### config.mk
export PLATFORM = sky130hd
export DESIGN_NAME = midi_rx_parser_flat
export DESIGN_NICKNAME = d
export VERILOG_FILES = /design/src/rtl/midi_rx_parser_pkg.sv /design/src/rtl/midi_rx_parser_if.sv /design/src/rtl/midi_uart_rx.sv /design/src/rtl/midi_rx_parser.sv /design/src/flat_wrapper.sv
export SDC_FILE = /design/constraint.sdc
export NUM_CORES = 1
export LEC_CHECK = 0
export ABC_AREA = 0
export ABC_CLOCK_PERIOD_IN_PS = 2500
export CAP_MARGIN = 10
export CORE_MARGIN = 1
export CORE_UTILIZATION = 36
export DETAILED_ROUTE_END_ITERATION = 10
export GPL_ROUTABILITY_DRIVEN = 0
export GPL_TIMING_DRIVEN = 0
export PLACE_DENSITY = 0.57
export SKIP_LAST_GASP = 1
export SLEW_MARGIN = 25
export SYNTH_ARGS = -nofsm -noshare
export SYNTH_HDL_FRONTEND = slang
export SYNTH_SLANG_ARGS = --single-unit
### constraint.sdc
create_clock -name clk -period 2.5 [get_ports clk]
set_input_delay 0.5 -clock clk [delete_from_list [all_inputs] [get_ports clk]]
set_output_delay 0.5 -clock clk [all_outputs]
set_load 0.02 [all_outputs]
### src/rtl/midi_rx_parser_pkg.sv
// Shared MIDI definitions: status nibbles, message length lookup and the
// receiver state encoding used by the bit-level deserialiser.
package midi_pkg;

    localparam logic [3:0] NOTE_OFF = 4'h8;
    localparam logic [3:0] NOTE_ON  = 4'h9;
    localparam logic [3:0] POLY_AT  = 4'hA;
    localparam logic [3:0] CC       = 4'hB;
    localparam logic [3:0] PC       = 4'hC;
    localparam logic [3:0] CH_AT    = 4'hD;
    localparam logic [3:0] PITCH    = 4'hE;

    typedef enum logic [1:0] {
        IDLE,
        START,
        DATA,
        STOP
    } rx_state_t;

    function automatic logic [1:0] midi_data_len(input logic [7:0] status);
        if (status[7:4] == PC || status[7:4] == CH_AT)
            return 2'd1;
        return 2'd2;
    endfunction

endpackage

### src/rtl/midi_rx_parser_if.sv
// Serial input, consumer acknowledge and the held-message bundle of the
// MIDI receiver; master is the parser side, slave the consumer side.
interface midi_rx_parser_if;
    logic       rx;
    logic       msg_clr;
    logic [7:0] status;
    logic [7:0] data1;
    logic [7:0] data2;
    logic [1:0] byte_cnt;
    logic       msg_valid;
    logic       msg_stb;
    logic       frame_err;

    modport master (
        input  rx, msg_clr,
        output status, data1, data2, byte_cnt,
        output msg_valid, msg_stb, frame_err
    );

    modport slave (
        output rx, msg_clr,
        input  status, data1, data2, byte_cnt,
        input  msg_valid, msg_stb, frame_err
    );
endinterface

### src/rtl/midi_uart_rx.sv
// 8N1 deserialiser: rx synchroniser, mid-bit sampling FSM, one-cycle
// byte_rdy / frame_err pulses registered right after the stop sample.
module midi_uart_rx
    import midi_pkg::*;
#(
    parameter int CLKS_PER_BIT = 3200,
    parameter int SYNC_STAGES  = 2
) (
    input  logic       clk,
    input  logic       rst,
    input  logic       rx,
    output logic [7:0] rx_byte,
    output logic       byte_rdy,
    output logic       frame_err
);
    localparam int CW = $clog2(CLKS_PER_BIT);
    localparam logic [CW-1:0] LAST = CW'(CLKS_PER_BIT - 1);
    localparam logic [CW-1:0] HALF = CW'(CLKS_PER_BIT / 2);

    logic [SYNC_STAGES-1:0] sync_q, sync_d;
    logic                   rx_s;
    rx_state_t              state_q, state_d;
    logic [CW-1:0]          cnt_q, cnt_d;
    logic [2:0]             bit_q, bit_d;
    logic [7:0]             shift_q, shift_d;
    logic                   armed_q, armed_d;
    logic                   rdy_q, rdy_d;
    logic                   ferr_q, ferr_d;

    assign sync_d    = {sync_q[SYNC_STAGES-2:0], rx};
    assign rx_s      = sync_q[SYNC_STAGES-1];
    assign rx_byte   = shift_q;
    assign byte_rdy  = rdy_q;
    assign frame_err = ferr_q;

    always_ff @(posedge clk or negedge rst) begin
        if (!rst) begin
            sync_q  <= '1;
            state_q <= IDLE;
            cnt_q   <= '0;
            bit_q   <= '0;
            shift_q <= '0;
            armed_q <= 1'b0;
            rdy_q   <= 1'b0;
            ferr_q  <= 1'b0;
        end else begin
            sync_q  <= sync_d;
            state_q <= state_d;
            cnt_q   <= cnt_d;
            bit_q   <= bit_d;
            shift_q <= shift_d;
            armed_q <= armed_d;
            rdy_q   <= rdy_d;
            ferr_q  <= ferr_d;
        end
    end

    // armed_q drops after a low stop bit so a held break needs rx high first
    always_comb begin
        state_d = state_q;
        cnt_d   = cnt_q;
        bit_d   = bit_q;
        shift_d = shift_q;
        armed_d = armed_q;
        rdy_d   = 1'b0;
        ferr_d  = 1'b0;
        unique case (state_q)
            IDLE: begin
                armed_d = armed_q | rx_s;
                if (armed_q && !rx_s) begin
                    cnt_d   = '0;
                    state_d = START;
                end
            end
            START: begin
                if (cnt_q == HALF) begin
                    cnt_d   = '0;
                    bit_d   = '0;
                    state_d = rx_s ? IDLE : DATA;
                end else begin
                    cnt_d = cnt_q + 1'b1;
                end
            end
            DATA: begin
                if (cnt_q == LAST) begin
                    cnt_d   = '0;
                    shift_d = {rx_s, shift_q[7:1]};
                    bit_d   = bit_q + 3'd1;
                    if (bit_q == 3'd7)
                        state_d = STOP;
                end else begin
                    cnt_d = cnt_q + 1'b1;
                end
            end
            STOP: begin
                if (cnt_q == LAST) begin
                    cnt_d   = '0;
                    state_d = IDLE;
                    if (rx_s) begin
                        rdy_d = 1'b1;
                    end else begin
                        ferr_d  = 1'b1;
                        armed_d = 1'b0;
                    end
                end else begin
                    cnt_d = cnt_q + 1'b1;
                end
            end
            default: state_d = IDLE;
        endcase
    end

endmodule

### src/rtl/midi_rx_parser.sv
// MIDI input stage: UART receiver plus channel-voice parser with running
// status; holds the last complete message until the consumer clears it.
module midi_rx_parser
    import midi_pkg::*;
#(
    parameter int CLKS_PER_BIT = 3200,
    parameter int SYNC_STAGES  = 2
) (
    input logic               clk,
    input logic               rst,
    midi_rx_parser_if.master  bus
);
    logic [1:0] rst_sync_q, rst_sync_d;
    logic       rst_i;
    logic [7:0] rx_byte;
    logic       byte_rdy;

    logic [7:0] rs_q, rs_d;
    logic       idx_q, idx_d;
    logic [7:0] d1_q, d1_d;
    logic [7:0] status_q, status_d;
    logic [7:0] data1_q, data1_d;
    logic [7:0] data2_q, data2_d;
    logic [1:0] bcnt_q, bcnt_d;
    logic       valid_q, valid_d;
    logic       stb_q, stb_d;
    logic [1:0] need;
    logic       is_rt, is_sys, is_stat, is_data;

    // asynchronous assert, synchronous release of the internal reset
    assign rst_sync_d = {rst_sync_q[0], 1'b1};
    assign rst_i      = rst_sync_q[1];

    always_ff @(posedge clk or negedge rst) begin
        if (!rst) rst_sync_q <= '0;
        else      rst_sync_q <= rst_sync_d;
    end

    midi_uart_rx #(
        .CLKS_PER_BIT (CLKS_PER_BIT),
        .SYNC_STAGES  (SYNC_STAGES)
    ) u_uart (
        .clk       (clk),
        .rst       (rst_i),
        .rx        (bus.rx),
        .rx_byte   (rx_byte),
        .byte_rdy  (byte_rdy),
        .frame_err (bus.frame_err)
    );

    assign need    = midi_data_len(rs_q);
    assign is_rt   = rx_byte[7:3] == 5'b11111;
    assign is_sys  = rx_byte[7:3] == 5'b11110;
    assign is_stat = rx_byte[7] && rx_byte[7:4] != 4'hF;
    assign is_data = !rx_byte[7] && rs_q[7];

    assign bus.status    = status_q;
    assign bus.data1     = data1_q;
    assign bus.data2     = data2_q;
    assign bus.byte_cnt  = bcnt_q;
    assign bus.msg_valid = valid_q;
    assign bus.msg_stb   = stb_q;

    always_ff @(posedge clk or negedge rst_i) begin
        if (!rst_i) begin
            rs_q     <= '0;
            idx_q    <= 1'b0;
            d1_q     <= '0;
            status_q <= '0;
            data1_q  <= '0;
            data2_q  <= '0;
            bcnt_q   <= '0;
            valid_q  <= 1'b0;
            stb_q    <= 1'b0;
        end else begin
            rs_q     <= rs_d;
            idx_q    <= idx_d;
            d1_q     <= d1_d;
            status_q <= status_d;
            data1_q  <= data1_d;
            data2_q  <= data2_d;
            bcnt_q   <= bcnt_d;
            valid_q  <= valid_d;
            stb_q    <= stb_d;
        end
    end

    // a commit overrides msg_clr because it is assigned after the default
    always_comb begin
        rs_d     = rs_q;
        idx_d    = idx_q;
        d1_d     = d1_q;
        status_d = status_q;
        data1_d  = data1_q;
        data2_d  = data2_q;
        bcnt_d   = bcnt_q;
        valid_d  = valid_q & ~bus.msg_clr;
        stb_d    = 1'b0;
        if (byte_rdy) begin
            unique case (1'b1)
                is_rt: ;
                is_sys: begin
                    rs_d  = '0;
                    idx_d = 1'b0;
                end
                is_stat: begin
                    rs_d    = rx_byte;
                    idx_d   = 1'b0;
                    valid_d = 1'b0;
                end
                is_data: begin
                    if (!idx_q)
                        valid_d = 1'b0;
                    if (idx_q || need == 2'd1) begin
                        status_d = rs_q;
                        data1_d  = idx_q ? d1_q : rx_byte;
                        data2_d  = idx_q ? rx_byte : 8'h00;
                        bcnt_d   = need + 2'd1;
                        valid_d  = 1'b1;
                        stb_d    = 1'b1;
                        idx_d    = 1'b0;
                    end else begin
                        d1_d  = rx_byte;
                        idx_d = 1'b1;
                    end
                end
                default: ;
            endcase
        end
    end

endmodule

### src/flat_wrapper.sv
// flat-port wrapper written by rule: the top's interface ports become plain ports
module midi_rx_parser_flat import midi_pkg::*;
#(
    parameter int CLKS_PER_BIT = 3200,
    parameter int SYNC_STAGES  = 2
)
  (clk, rst, bus_rx, bus_msg_clr, bus_status, bus_data1, bus_data2, bus_byte_cnt, bus_msg_valid, bus_msg_stb, bus_frame_err);
  midi_rx_parser_if bus_i ();
  input logic clk;
  input logic rst;
  input wire logic [$bits(bus_i.rx)-1:0] bus_rx;
  input wire logic [$bits(bus_i.msg_clr)-1:0] bus_msg_clr;
  output wire logic [$bits(bus_i.status)-1:0] bus_status;
  output wire logic [$bits(bus_i.data1)-1:0] bus_data1;
  output wire logic [$bits(bus_i.data2)-1:0] bus_data2;
  output wire logic [$bits(bus_i.byte_cnt)-1:0] bus_byte_cnt;
  output wire logic [$bits(bus_i.msg_valid)-1:0] bus_msg_valid;
  output wire logic [$bits(bus_i.msg_stb)-1:0] bus_msg_stb;
  output wire logic [$bits(bus_i.frame_err)-1:0] bus_frame_err;
  assign bus_i.rx = bus_rx;
  assign bus_i.msg_clr = bus_msg_clr;
  assign bus_status = bus_i.status;
  assign bus_data1 = bus_i.data1;
  assign bus_data2 = bus_i.data2;
  assign bus_byte_cnt = bus_i.byte_cnt;
  assign bus_msg_valid = bus_i.msg_valid;
  assign bus_msg_stb = bus_i.msg_stb;
  assign bus_frame_err = bus_i.frame_err;
  midi_rx_parser #(.CLKS_PER_BIT(CLKS_PER_BIT), .SYNC_STAGES(SYNC_STAGES)) u_core (.clk(clk), .rst(rst), .bus(bus_i));
endmodule
Word-level counts from Yosys, hierarchy flattened. Cells that the tools add are included.

$add $sub $neg: 3. Multipliers: 0. Divide/modulo/power cells: 0. Order comparisons: 0. Eq/ne operators: 17. Shift operators: 0. Mux-type cells: 38. Bitwise operators: 4. Reduce and logical (&&, ||, !) cells: 22.

Operator list (number): $mux 12 (3); $pmux 12 s3 (1); $mux 1 (16); $mux 2 (8); $mux 8 (2); $pmux 8 s2 (1); $add 12x1->12 const B (1); $eq 12x11->1 const B (1); $eq 12x12->1 const B (1); $ne 2x2->1 const B (6); $reduce_and 3->1 (4); $eq 4x4->1 const B (2); $pmux 2 s4 (1); $reduce_bool 2->1 (4); $mux 3 (2); $pmux 1 s2 (3); $pmux 3 s2 (1); $reduce_and 2->1 (3); $eq 5x5->1 const B (1); $reduce_and 5->1 (1); $eq 2x1->1 const B (2); $eq 2x2->1 const B (2); $ne 4x4->1 const B (1); $reduce_or 2->1 (2); other kinds (10) (15).

Flip-flop bits (word level): 77. Latch bits: 0. Bits in writable memories: 0. ROM bits: 0. Bits of input ports: 4. Output and inout bits: 29. Memories: 0.

Depth between registers and ports, before layout. Gate-level depths: netlist of the first run.

Word-level depth: 9. Mapped depth: 7. Depth with buffers taken out: 6.

By module. From an unflattened synthesis of the first run, not the netlist that was laid out.

Cell total of the unflattened synthesis: 260. Area, all modules: 3439.5 um^2.

Modules (own cells, without submodules): midi_rx_parser (times used 1, cells each 118, area each 1855.5 um^2, sequential area each 1176.1 um^2); midi_uart_rx (times used 1, cells each 142, area each 1584.0 um^2, sequential area each 753.2 um^2).

Least setup slack after synthesis of the first run. Ideal clock, no wire load.

Kind: flip-flop to flip-flop. From: register u_core.u_uart.cnt_q[0]. To: register u_core.u_uart.shift_q[6], in the netlist u_core.u_uart.rx_byte[6]. Library setup time: 125 ps. Arrival time: 1594 ps. Data required time: 2375 ps. Setup slack: 782 ps. Cell stages (with the launch flop): 7. Period minus slack after synthesis: 1718 ps. Path through: dfrtp_1 > ha_1 > and4_1 > buf_4 > nand4_1 > nor2_2 > mux2_2.

Longest elaborated chain between the ends: 2.

Ends and longest elaborated chain: from (decl) (RTL line midi_uart_rx.sv:23) `logic [CW-1:0] cnt_q, cnt_d;`; from (signal assigned) (RTL line midi_uart_rx.sv:49) `cnt_q <= cnt_d;`; $eq 12x12->1 (RTL line midi_uart_rx.sv:85) `if (cnt_q == LAST) begin`; $reduce_and 2->1 (no line); to (signal assigned) (RTL line midi_uart_rx.sv:51) `shift_q <= shift_d;`; to (decl) (RTL line midi_uart_rx.sv:25) `logic [7:0] shift_q, shift_d;`.

No other way between the ends. A chain may end at the register's enable or synchronous reset.

Worst setup path in the final report of the first run.
From: register u_core.u_uart.cnt_q[0]. To: register u_core.u_uart.cnt_q[8].

Longest elaborated chain between the ends: 3.

Ends and longest elaborated chain: $add 12x1->12, or another cell as far along (RTL line midi_uart_rx.sv:81, midi_uart_rx.sv:92, midi_uart_rx.sv:106); $mux 12, on equally long branches (RTL line midi_uart_rx.sv:85, midi_uart_rx.sv:96, midi_uart_rx.sv:76); $pmux 12 s3 * (RTL line midi_uart_rx.sv:67) `unique case (state_q)`.

Mark *: on every way between the ends. The rest lies on a longest branch, timed or not.

==> reports/metrics.csv, run 1 <==
stage,metric,value,unit
route,avgRoutedWirePerCell,14.3,um
logic_synthesis,synth_compound_area_share,11.7,%
logic_synthesis,synth_top_family_by_area,simple AND/OR/NAND/NOR gates,
logic_synthesis,synth_xor_area_share,1.29,%
status,outcome,"complete, no violations",
sta,fin_ws,0.479,ns
logic_synthesis,yosysSeqAreaShare,56.9,%
clock_network,cts_buffer_depth,2,
logic_synthesis,synth_top_area_share,55.4,%
logic_synthesis,synth_fp_nets,300,
hold_path,hold_path_class,flop to asynchronous set/reset pin,
setup_path,cp_num_cells,7,
clock_network,root_buffer,clkbuf_8,
logic_synthesis,async_flop_share,100,%
setup_path,crit_slowest_cell,dfrtp_1,
route,num_vias,2236,
global_route,grt_pass1_vias,2160,
setup_path,path_max_fanout,10,
global_route,grt_use_met2,21.6,%
setup_path,crit_required,2.72,ns
setup_path,crit_family,simple AND/OR/NAND/NOR gates,
logic_synthesis,yosys-top-cells-area,"dfrtp_1 55%, mux2_2 7.3%, nand2_1 4.4%",
sta,final_max_slew_viol_count,0,
global_route,grt_use_total,14.6,%
sta,timing.final.crit_period,2.02,ns
die,core,9200,um2
clock_network,clk_latency,0.35,ns
die,initial_utilization,36.9,%
setup_path,start_kind,flop,
logic_synthesis,ys.warnings.count,0,
clock_network,cts.sinks,77,
sta,setup_viol,0,
logic_synthesis,synth_area,3390,um2
global_route,antenna_found_initial,0,
clock_network,htreeDepth,3,
pwr,p_leak,1.86,nW
layout,layout-drive-gt1-share,17.9,%
logic_synthesis,synth-simple-area-share,15.1,%
die,io_pins,33,
sta,slew_headroom,60.2,%
sta,timing.final.hold_violations,0,
logic_synthesis,synth_commonest_cells,"75 x dfrtp_1, 40 x nand2_1, 22 x mux2_2",
route,drtIter0Drc,95,
placement,hpwlAfterDp,4410,um
clock_network,postCtsSetupRepairBufs,0,
layout,area_delta_synth_final,20.4,%
setup_path,worst_setup_path_end_kind,flop,
global_route,grt-ovfl-total,0,
sta,final.setup.tns,0,ns
route,via_per_inst,4.95,
setup_path,crit_type,flop to flop,
logic_synthesis,synthFlopType,dfrtp_1,
sta,tightest_slew,0.593,ns
setup_path,worst-path-buf-inv,2,
clock_network,hold_buffers,0,
setup_path,r2r_cells,7,
clock_network,tritoncts,yes,
setup_path,slowest_delay,0.43,ns
layout,finalInstanceArea,4080,um2
logic_synthesis,yosysMostFrequentCell,dfrtp_1,
sta,whs,0.253,ns
pwr,power_density,684,nW/um2
die,core.rowCount,35,
clock_network,postCtsResizedCells,0,
placement,pre_cts_ws,0.539,ns
sta,timing.final.crit_share,80.8,%
die,die_y,99.0,um
logic_synthesis,yosysTopAreaCell,dfrtp_1,
global_route,busiest_layer,met2,
sta,fmax,495,MHz
global_route,gr-usage-met3,4.75,%
clock_network,numCtsBuffers,9,
logic_synthesis,yosys.area_share.adder,1.48,%
sta,rsz0062_at_grt,false,
route,drc,0,
placement,port_buffers,32,
die,die_w,99.0,um
route,antenna_left,0,
global_route,grt_max_degree,48,
route,routed_wl,6450,um
job,drv_cap,0,
layout,n_antenna_cell,0,
layout,layout.nets,344,
logic_synthesis,synthMuxAreaShare,9.67,%
die,die-area,9810,um2
logic_synthesis,synth-edff-count,0,
global_route,grt_pass1_wl,11100,um
global_route,grt.met1_usage,20.2,%
logic_synthesis,ys_types,54,
sta,fin_skew,0.0118,ns
route,dr.pass1.iters,4,
pwr,vdd_drop_max,431,uV
setup_path,cp_cell_sequence,inv_1 > ha_1 > nor4bb_1 > a31oi_1 > buf_2 > nor2_1 > o211ai_1,
logic_synthesis,ys_ff_latch,77,
logic_synthesis,synth.avg_cell_area,11.6,um2
setup_path,crit_arrival,2.24,ns
logic_synthesis,syn-instance-count,292,
clock_network,clk_pin_slew_worst_paths,0.07,ns
placement,postPlaceCellArea,3880,um2
==> state kept, by name, summed over array words and instances (netlist names), 2 cells and up, named ones only <==
signal and cells:
u_core.bus.byte_cnt 2, u_core.bus.data1 8, u_core.bus.data2 8, u_core.bus.status 8, u_core.d1_q 8, u_core.rs_q 8
u_core.rst_sync_q 2, u_core.u_uart.bit_q 3, u_core.u_uart.cnt_q 12, u_core.u_uart.rx_byte 8, u_core.u_uart.sync_q 2
==> routing by layer <==
metal / part of all wire [%] / vias to the layer above
li1: - / 1108
met1: 51 / 1084
met2: 45 / 36
met3: 2.9 / 8
met4: 1.4 / 0
met5: 0 / -
==> layout by cell type (no fill, tap or decap), types with 2 or more instances in the layout <==
cell type	synthesis	final
mux2_2	22	22
o31ai_1	3	3
clkinv_4	0	2
a22oi_1	2	2
a21oi_1	5	5
nor2_1	8	8
nand3_1	14	14
nor2b_1	6	6
ha_1	4	4
clkbuf_1	5	6
nand2b_1	3	3
mux2i_1	8	8
clkbuf_8	0	10
nor3_1	2	2
nand2_1	40	40
buf_2	5	5
xnor2_1	2	2
o22ai_1	3	3
o21ai_0	17	17
dfstp_2	2	2
nand4_1	3	3
buf_4	4	4
dfrtp_1	75	74
and2_1	5	5
o211ai_1	2	2
a22o_1	10	10
xor2_1	3	3
clkdlybuf4s50_1	0	32
inv_1	11	11
==> through the flow <==
stage / cells / power, mW / util (%)
after floorplan: 292 / 1.76 / -
after global placement: 435 / 1.86 / 41.9
after detailed placement: 436 / 1.87 / 42.2
after CTS: 452 / 2.83 / 44.4
after global routing: 452 / 2.95 / 44.4
final: 452 / 2.79 / 44.4
==> kinds of logic after synthesis <==
kind of cell,Yosys count
DFF,77
buffers and inverters,26
other,1
muxes,30
xor gates and xnor gates,5
AOI/OAI and AO/OA,54
adders and majority gates,4
and+or+nand+nor,95
==> power breakdown <==
part	internal [mW]	total (mW)	switching (mW)	leakage (nW)
sequential	1.32	1.38	0.0662	1.05
combinational	0.180	0.465	0.285	0.711
clock	0.490	0.942	0.451	0.0995
==> final cells by class <==
| type | count | area (um2) |
|---|---|---|
| Multi-Input combinational cell | 189 | 1330 |
| Clock inverter | 5 | 60.1 |
| Fill cell | 888 | 5110 |
| Sequential cell | 77 | 1930 |
| Timing Repair Buffer | 33 | 348 |
| Tap cell | 111 | 139 |
| Inverter | 11 | 41.3 |
| Clock buffer | 11 | 141 |
| Buffer | 15 | 85.1 |
==> path summary, 6_finish.rpt <==
kind	startpoint	slack, ns	end
max in group asynchronous	u_core.rst_sync_q[1]	1.63	u_core.u_uart.sync_q[1]
worst max register to register	u_core.u_uart.cnt_q[0]	0.48	u_core.u_uart.cnt_q[8]
worst min-delay path	u_core.rst_sync_q[1]	0.25	u_core.u_uart.bit_q[2]
worst max-delay path	u_core.u_uart.cnt_q[0]	0.48	u_core.u_uart.cnt_q[8]
worst min register to register	u_core.rst_sync_q[1]	0.25	u_core.u_uart.bit_q[2]
min in group clk	u_core.rst_sync_q[0]	0.35	u_core.rst_sync_q[1]
No activity file was read; power rests on OpenSTA's default activity.
==> run 2, diff against run 1 <==
--- a/config.mk
+++ b/config.mk
@@ -6,14 +6,14 @@
 export NUM_CORES = 1
 export LEC_CHECK = 0
 export ABC_AREA = 0
-export ABC_CLOCK_PERIOD_IN_PS = 2500
+export ABC_CLOCK_PERIOD_IN_PS = 2000
 export CAP_MARGIN = 10
 export CORE_MARGIN = 1
 export CORE_UTILIZATION = 36
 export DETAILED_ROUTE_END_ITERATION = 10
 export GPL_ROUTABILITY_DRIVEN = 0
 export GPL_TIMING_DRIVEN = 0
-export PLACE_DENSITY = 0.57
+export PLACE_DENSITY = 0.55
 export SKIP_LAST_GASP = 1
 export SLEW_MARGIN = 25
 export SYNTH_ARGS = -nofsm -noshare
==> constraint.sdc (replaced) <==
create_clock -name clk -period 2 [get_ports clk]
set_input_delay 0.4 -clock clk [delete_from_list [all_inputs] [get_ports clk]]
set_output_delay 0.4 -clock clk [all_outputs]
set_load 0.02 [all_outputs]
==> reports/metrics.csv, run 2 (same netlist as run 1, synthesis figures left out) <==
stage,metric,value,unit
setup_path,start_kind,flop,
sta,setup_viol,0,
layout,layout-drive-gt1-share,18.8,%
route,antenna_left,0,
setup_path,path_max_fanout,7,
setup_path,crit_type,flop to flop,
setup_path,r2r_cells,6,
setup_path,rrSetupSlack,0.1,ns
layout,mostFrequentLayoutCells,"74 x dfrtp_1, 40 x nand2_1, 32 x clkdlybuf4s50_1, 22 x mux2_2, 17 x o21ai_0",
global_route,grt_pass1_vias,2278,
clock_network,numCtsBuffers,9,
sta,tightest_slew,0.598,ns
route,dr.pass1.iters,6,
global_route,antenna_found_initial,0,
clock_network,htreeDepth,3,
global_route,grt_pass1_wl,11400,um
route,via_per_inst,5.03,
route,highest_layer,met4,
placement,port_buffers,32,
placement,pre_cts_ws,-0.0176,ns
sta,slew_headroom,59.8,%
setup_path,crit_slowest_cell,dfrtp_1,
setup_path,crit_family,simple AND/OR/NAND/NOR gates,
job,drv_cap,0,
clock_network,clk_latency,0.35,ns
setup_path,rr_endpoint,u_core.u_uart.bit_q[0],
pwr,vdd_drop_max,527,uV
pwr,p_leak,1.86,nW
die,die_w,99.0,um
route,met1Wirelength,3310,um
layout,largest_reg_flops,12,
die,core.rowCount,35,
route,num_vias,2275,
setup_path,crit_required,2.24,ns
setup_path,worst_setup_path_end_kind,flop,
sta,fin_ws,0.0954,ns
layout,area_delta_synth_final,20.5,%
die,core,9200,um2
placement,hpwlAfterDp,4520,um
die,initial_utilization,36.9,%
layout,top_register,u_core.u_uart.cnt_q,
setup_path,r2r_start,u_core.u_uart.cnt_q[0],
die,die-area,9810,um2
sta,timing.final.crit_period,1.90,ns
layout,n_antenna_cell,0,
clock_network,hold_buffers,0,
sta,final_max_slew_viol_count,0,
status,outcome,"complete, no violations",
layout,layout.nets,345,
setup_path,slowest_delay,0.41,ns
sta,timing.final.crit_share,95.2,%
route,route.met3.wl,201,um
global_route,grt_max_degree,46,
layout,n_fill_cell,897,
route,drtIter0Drc,101,
route,avgRoutedWirePerCell,14.6,um
pwr,power,3.47,mW
clock_network,tritoncts,yes,
clock_network,cts_buffer_depth,2,
sta,fin_skew,0.00980,ns
clock_network,clk_pin_slew_worst_paths,0.08,ns
setup_path,worst-path-buf-inv,1,
setup_path,crit_arrival,2.14,ns
die,die_y,99.0,um
sta,timing.final.hold_violations,0,
hold_path,hold_path_class,input pin to asynchronous set/reset pin,
clock_network,root_buffer,clkbuf_8,
layout,utilization,44.4,%
global_route,grt-ovfl-total,0,
clock_network,cts.sinks,77,
layout,layout_commonest_cell,dfrtp_1,
pwr,power_density,849,nW/um2
setup_path,cp_cell_sequence,ha_1 > and4_1 > buf_4 > nand4_1 > o22a_1 > mux2_2,
die,io_pins,33,
route,met2_wirelength,2980,um
route,routed_wl,6580,um
global_route,grt_use_total,14.9,%
sta,fmax,525,MHz
route,drc,0,
sta,rsz0062_at_grt,false,
[run 2: report_power, final]
part	internal (mW)	leakage, nW	switching (mW)
logic	0.228	0.714	0.357
registers	1.65	1.05	0.0899
clock network	0.575	0.0927	0.570
total	2.45	1.86	1.02
[run 2: repair_timing]
item                                    CTS  global route
gates resized for setup                   1             3
buffers inserted                          0             1
pin swaps                                 0             1
endpoints found under the setup margin    4             9
[run 2: per-layer routing]
metal	vias to the layer above	GRT usage [%]
met1	1119	20.0
met5	-	0
met4	0	4.36
met3	7	4.47
li1	1115	-
met2	34	23.2
[run 2: metrics by stage]
step	setup TNS [ns]	hold WS [ns]	std cells	area, um2
after CTS	0	0.187	451	4060
after floorplan	0	0.104	292	3390
final	0	0.207	452	4090
after global routing	0	0.184	452	4090
after detailed placement	-0.0262	0.340	436	3870
after global placement	0	0.341	435	3850
[run 2: cell type report]
class / count / area (um2) / share of cell area (%)
clock buffers: 10 / 128 / 3.12
flip-flops and latches: 77 / 1930 / 47.3
multi-input cells: 189 / 1350 / 33.1
repair buffers: 34 / 348 / 8.51
clock inverters: 5 / 60.1 / 1.47
plain buffers: 15 / 85.1 / 2.08
inverters: 11 / 41.3 / 1.01
well taps: 111 / 139 / 3.40
[run 2: worst max-delay path by stage]
stage               slack [ns]  cells after the start                        to                   start
floorplan                 0.28                      6  u_core.u_uart.rx_byte[6]  u_core.u_uart.cnt_q[0]
global placement          0.02                      7    u_core.u_uart.cnt_q[8]  u_core.u_uart.cnt_q[0]
detailed placement       -0.02                      7    u_core.u_uart.cnt_q[8]  u_core.u_uart.cnt_q[0]
CTS                       0.04                      6  u_core.u_uart.rx_byte[6]  u_core.u_uart.cnt_q[0]
global route             0.002                      7   u_core.u_uart.cnt_q[11]  u_core.u_uart.cnt_q[0]
finish                     0.1                      6    u_core.u_uart.bit_q[0]  u_core.u_uart.cnt_q[0]
==> run 3, diff against run 2 <==
--- a/config.mk
+++ b/config.mk
@@ -13,6 +13,7 @@
 export DETAILED_ROUTE_END_ITERATION = 10
 export GPL_ROUTABILITY_DRIVEN = 0
 export GPL_TIMING_DRIVEN = 0
+export HOLD_SLACK_MARGIN = 0.03
 export PLACE_DENSITY = 0.55
 export SKIP_LAST_GASP = 1
 export SLEW_MARGIN = 25
==> results of run 3 <==
The final DEF is identical to that of run 2; final timing and power are the same.
